==> config.mk <==
export PLATFORM = sky130hd
export DESIGN_NAME = load_store_unit
export DESIGN_NICKNAME = d
export VERILOG_FILES = /design/src/rtl/load_store_unit.sv
export SDC_FILE = /design/constraint.sdc
export NUM_CORES = 1
export LEC_CHECK = 0
export CAP_MARGIN = 30
export CORE_UTILIZATION = 41
export DETAILED_ROUTE_END_ITERATION = 16
export PLACE_DENSITY = 0.77
export REMOVE_ABC_BUFFERS = 1
export SLEW_MARGIN = 20
export SYNTH_ARGS = -nofsm -noshare
export SYNTH_HDL_FRONTEND = slang
export SYNTH_SLANG_ARGS = --single-unit
==> constraint.sdc <==
create_clock -name clk -period 1.9 [get_ports clk]
set_clock_uncertainty 0.05 [all_clocks]
set_input_delay 0.57 -clock clk [delete_from_list [all_inputs] [get_ports clk]]
set_output_delay 0.57 -clock clk [all_outputs]
set_load 0.01 [all_outputs]
==> src/rtl/load_store_unit.sv <==
// load_store_unit
//   Byte/half/word load-store sequencer in front of a word-wide, big-endian
//   memory with a combinational read port and a posedge write port.
//   Sub-word stores are done as read-modify-write: read in ACCESS, merged
//   word written in MERGE.
//
//   Optional feature: define LSU_ALIGN_CHECK_EN to compile in alignment
//   checking. A misaligned half/word request is answered in the cycle after
//   acceptance with misalign_err=1 and never reaches memory. Without the
//   macro, misalign_err is tied low and the low address bits that do not
//   select a lane are ignored.
//
// Ports
//   clk, reset        clock, synchronous active-high reset
//   req_valid/ready   request handshake (accepted when both high)
//   req_write         1 = store, 0 = load
//   req_size          00 byte, 01 half, 10/11 word
//   req_unsigned      zero-extend loads instead of sign-extending
//   req_addr          byte address
//   req_wdata         store data, right-justified for byte/half
//   resp_valid        one-cycle completion pulse
//   resp_rdata        last load result (held across stores)
//   misalign_err      qualifies resp_valid
//   mem_address       word-aligned memory address
//   mem_write_data    memory write word
//   mem_MemWrite      memory write enable (write happens on posedge)
//   mem_MemRead       memory read strobe
//   mem_read_data     combinational memory read word
module load_store_unit (
  input  logic        clk,
  input  logic        reset,
  input  logic        req_valid,
  input  logic        req_write,
  input  logic [1:0]  req_size,
  input  logic        req_unsigned,
  input  logic [31:0] req_addr,
  input  logic [31:0] req_wdata,
  output logic        req_ready,
  output logic        resp_valid,
  output logic [31:0] resp_rdata,
  output logic        misalign_err,
  output logic [31:0] mem_address,
  output logic [31:0] mem_write_data,
  output logic        mem_MemWrite,
  output logic        mem_MemRead,
  input  logic [31:0] mem_read_data
);

  typedef enum logic [1:0] {
    IDLE   = 2'd0,
    ACCESS = 2'd1,
    MERGE  = 2'd2
  } state_t;

  state_t      state_q, state_d;

  logic [1:0]  addr_lo_q;
  logic [1:0]  size_q;
  logic        write_q;
  logic        unsigned_q;
  logic [31:0] mem_addr_q;
  logic [31:0] mem_wdata_q;
  logic [31:0] rdata_q;
  logic        resp_valid_q;

  logic        accept;
  logic        req_misaligned;
  logic        sub_word_q;

  // Extract the addressed byte/half lane (big-endian) and extend it.
  function automatic logic [31:0] load_extract(input logic [31:0] word,
                                               input logic [1:0]  lo,
                                               input logic [1:0]  size,
                                               input logic        uns);
    logic [7:0]  b;
    logic [15:0] h;
    b = '0;
    case (lo)
      2'd0:    b = word[31:24];
      2'd1:    b = word[23:16];
      2'd2:    b = word[15:8];
      default: b = word[7:0];
    endcase
    h = lo[1] ? word[15:0] : word[31:16];
    case (size)
      2'b00:   load_extract = uns ? {24'b0, b} : {{24{b[7]}}, b};
      2'b01:   load_extract = uns ? {16'b0, h} : {{16{h[15]}}, h};
      default: load_extract = word;
    endcase
  endfunction

  // Replace only the addressed lane(s) of the old word with store data.
  function automatic logic [31:0] store_merge(input logic [31:0] word,
                                              input logic [1:0]  lo,
                                              input logic [1:0]  size,
                                              input logic [31:0] wdata);
    logic [31:0] m;
    m = word;
    case (size)
      2'b00: begin
        case (lo)
          2'd0:    m[31:24] = wdata[7:0];
          2'd1:    m[23:16] = wdata[7:0];
          2'd2:    m[15:8]  = wdata[7:0];
          default: m[7:0]   = wdata[7:0];
        endcase
      end
      2'b01: begin
        if (lo[1]) m[15:0]  = wdata[15:0];
        else       m[31:16] = wdata[15:0];
      end
      default: m = wdata;
    endcase
    store_merge = m;
  endfunction

  assign req_ready  = (state_q == IDLE) && !reset;
  assign accept     = req_valid && req_ready;
  assign sub_word_q = (size_q == 2'b00) || (size_q == 2'b01);

`ifdef LSU_ALIGN_CHECK_EN
  logic misalign_q;

  assign req_misaligned = ((req_size == 2'b01) && req_addr[0]) ||
                          (req_size[1] && (req_addr[1:0] != 2'b00));
  assign misalign_err   = misalign_q && !reset;

  always_ff @(posedge clk) begin
    if (reset) misalign_q <= 1'b0;
    else       misalign_q <= accept && req_misaligned;
  end
`else
  assign req_misaligned = 1'b0;
  assign misalign_err   = 1'b0;
`endif

  always_comb begin
    state_d = state_q;
    case (state_q)
      IDLE:    if (accept && !req_misaligned) state_d = ACCESS;
      ACCESS:  state_d = (write_q && sub_word_q) ? MERGE : IDLE;
      MERGE:   state_d = IDLE;
      default: state_d = IDLE;
    endcase
    if (reset) state_d = IDLE;
  end

  // Strobes come straight from the state and are gated by reset so that a
  // reset raised mid-cycle suppresses the pending posedge write.
  assign mem_MemRead  = (state_q == ACCESS) && !reset;
  assign mem_MemWrite = !reset &&
                        (((state_q == ACCESS) && write_q && !sub_word_q) ||
                         (state_q == MERGE));

  assign resp_valid     = resp_valid_q && !reset;
  assign resp_rdata     = reset ? '0 : rdata_q;
  assign mem_address    = reset ? '0 : mem_addr_q;
  assign mem_write_data = reset ? '0 : mem_wdata_q;

  always_ff @(posedge clk) begin
    state_q <= state_d;
    if (reset) begin
      addr_lo_q    <= '0;
      size_q       <= '0;
      write_q      <= 1'b0;
      unsigned_q   <= 1'b0;
      mem_addr_q   <= '0;
      mem_wdata_q  <= '0;
      rdata_q      <= '0;
      resp_valid_q <= 1'b0;
    end else begin
      resp_valid_q <= 1'b0;
      case (state_q)
        IDLE: begin
          if (accept) begin
            addr_lo_q  <= req_addr[1:0];
            size_q     <= req_size;
            write_q    <= req_write;
            unsigned_q <= req_unsigned;
            if (req_misaligned) begin
              resp_valid_q <= 1'b1;
            end else begin
              mem_addr_q <= {req_addr[31:2], 2'b00};
              // Store data lives in the write-data register until the
              // merged word replaces it for sub-word stores.
              if (req_write) mem_wdata_q <= req_wdata;
            end
          end
        end
        ACCESS: begin
          if (!write_q) begin
            rdata_q      <= load_extract(mem_read_data, addr_lo_q, size_q, unsigned_q);
            resp_valid_q <= 1'b1;
          end else if (sub_word_q) begin
            // Merge is formed while the old word is on the read port and
            // captured directly as the word to write in MERGE.
            mem_wdata_q <= store_merge(mem_read_data, addr_lo_q, size_q, mem_wdata_q);
          end else begin
            resp_valid_q <= 1'b1;
          end
        end
        MERGE: begin
          resp_valid_q <= 1'b1;
        end
        default: ;
      endcase
    end
  end

endmodule

==> results.toml <==
[sta]
setup_slack_ps = -63.6
fin_crit_ps = 1960
hold_viol = 0
worst_slew_pin_slew_ps = 509
slew_headroom_pct = 65.9
fin_crit_sh_pct = 103
tns_ps = -858
max_freq_mhz = 509
rsz0062_at_grt = "yes"
slew_viol_final = 0
finalSetupViolCount = 23

[routing]
drt_first_pass_iters = 7
drt_iter0_markers = 445
vias_per_cell = 5.39
post_drt_wl_per_cell_um = 18.2
drt_wl_total_mm = 19.7
ant_nets = 0
via_count = 5836
drc = 0

[power]
vdd_drop_max_mv = 0.722
pwr_density_cell_nw_per_um2 = 661
leakage_nw = 3.63
fin_total_pwr_mw = 5.88

[logic_synthesis]
synth_top_cell_area_share_pct = 35.3
synth_area_per_cell_um2 = 8.81
netlist_instances = 662
synthTopCellsByArea = "dfxtp_1, nor2b_1, mux2_2"
synth_edf_count = 0
ys_seq_area_share_pct = 35.3
yosys_warnings = 0
synth.distinct_cells = 55
synthArstFlopShare_pct = 0
ys_ff_latch = 103
syn_area_um2 = 5830
synth.largest_area_cell = "dfxtp_1"
synthFlopType = "dfxtp_1"

[run_status]
status = "finished with violations"
failed_checks = "setup timing"

[run]
maxCapViolCount = 0

[cts]
clk_pin_slew_ps = 70
ctsHoldBuffers = 0
clockRootBuffer = "clkbuf_16"
clockBufferDepth = 2
cts_sinks = 103
cts_tree = "yes"
clk_latency_ps = 350
htree_num_levels = 3
cts_buffers = 9

[placed_design]
placed_area_um2 = 8440
gp_congestion = 0.874
portBuffers = 200
place_ws_ps = -440
dpl.hpwl_mm = 13.9

[die]
core_um2 = 13900
die_y_um = 121
ios = 204
die_w_um = 121
start_util_pct = 42.0
rows = 43
dieArea_um2 = 14700

[critical_path]
reg2reg_slack_ps = 50
critPathLaunchType = "input pin"
crit_arrival_ps = 1340
crit_required_ps = 1280
critical_path_class = "input pin to output pin"
critPathCaptureType = "output pin"
path_max_fanout = 21

[grt]
track_usage_pct = 26.5
grt_pass1_wl_mm = 29.8
grt_overflow_total = 0
first_global_vias = 5762
antenna_found_initial = 0
grt_max_degree = 45

[finish]
regArea_um2 = 2060
finalNetCount = 1003
area_delta_synth_final_pct = 52.3
nFillCells = 1254
final_cell_mix = "dfxtp_1, clkdlybuf4s50_1, nor2_1, buf_4, nor2b_1"
multiInputGateArea_um2 = 3680
design_area_um2 = 8880
antenna_cells = 0
drive_above_1_share_pct = 33.3
final_common_cell = "dfxtp_1"

[hold_path]
min_path_type = "flop to flop"
-- where the power goes --
part | internal [mW] | switching [mW]
logic | 0.882 | 0.806
registers | 2.33 | 0.0871
clock network | 0.958 | 0.814
-- worst paths after layout --
check	to	from	cells past startpoint
min	rdata_q[19]$_SDFFE_PP0P_	rdata_q[19]$_SDFFE_PP0P_	2
max reg2reg	mem_wdata_q[7]$_SDFFE_PP0P_	size_q[0]$_SDFFE_PP0P_	6
max	mem_write_data[26]	reset	4
min reg2reg	rdata_q[19]$_SDFFE_PP0P_	rdata_q[19]$_SDFFE_PP0P_	2
-- worst max-delay path: stages --
cell and delay, ps:
buf_8 160, buf_12 230, nor2b_1 70, dlygate4sd2_1 280
-- registers in the layout, indices dropped and copies added, names as in the netlist --
signal,count
resp_valid_q,1
mem_wdata_q,32
size_q,2
write_q,1
rdata_q,32
mem_addr_q,30
unsigned_q,1
state_q,2
addr_lo_q,2
-- synth_stat cells (all sizes together), types with 9 or more instances --
master	n
a211oi	38
nor2	69
nand2b	14
clkbuf	20
dfxtp	103
nor3	12
nor2b	105
buf	40
mux2	38
nand3	9
a31oi	9
a21oi	23
mux2i	16
nand2	39
nor3b	18
a22o	16
o21ai	23
-- routing by layer --
metal,vias up,global-route usage [%],wire length [um]
met2,248,44.2,9370
met4,0,9.72,473
met1,2731,31.9,8160
met3,35,8.04,1700
met5,-,0,0
li1,2822,-,-
-- cell families after synthesis --
logic type	share of synthesized area (%)
AND/OR/NAND/NOR	26.1
flip-flops	35.3
other	0.0643
buffers and inverters	5.98
multiplexers	10.9
adder cells (fa/ha/maj)	0.644
AO/OA/AOI/OAI	21.0
-- cell type report --
type                    count  area share, %
repair buffers            282           29.5
well taps                 180           2.53
clock inverters             3          0.197
flip-flops and latches    103           23.2
inverters                   4          0.225
multi-input cells         497           41.4
clock buffers              13           2.93
-- timing repair --
item                                    4_1_cts  5_1_grt
endpoints found under the setup margin      101      115
pin swaps                                     2        5
endpoints found under the hold margin         0        0
setup buffers                                 1        0
cloned                                        2        2
gates resized for setup                     192      158
-- per-stage QoR --
stage / util, % / instances / hold slack [ps]
floorplan: - / 604 / 408
global placement: 60.8 / 1061 / 430
detailed placement: 60.8 / 1061 / 436
CTS: 63.5 / 1080 / 446
global route: 64.0 / 1082 / 459
finish: 64.0 / 1082 / 446
(Power assumes the default switching activity.)
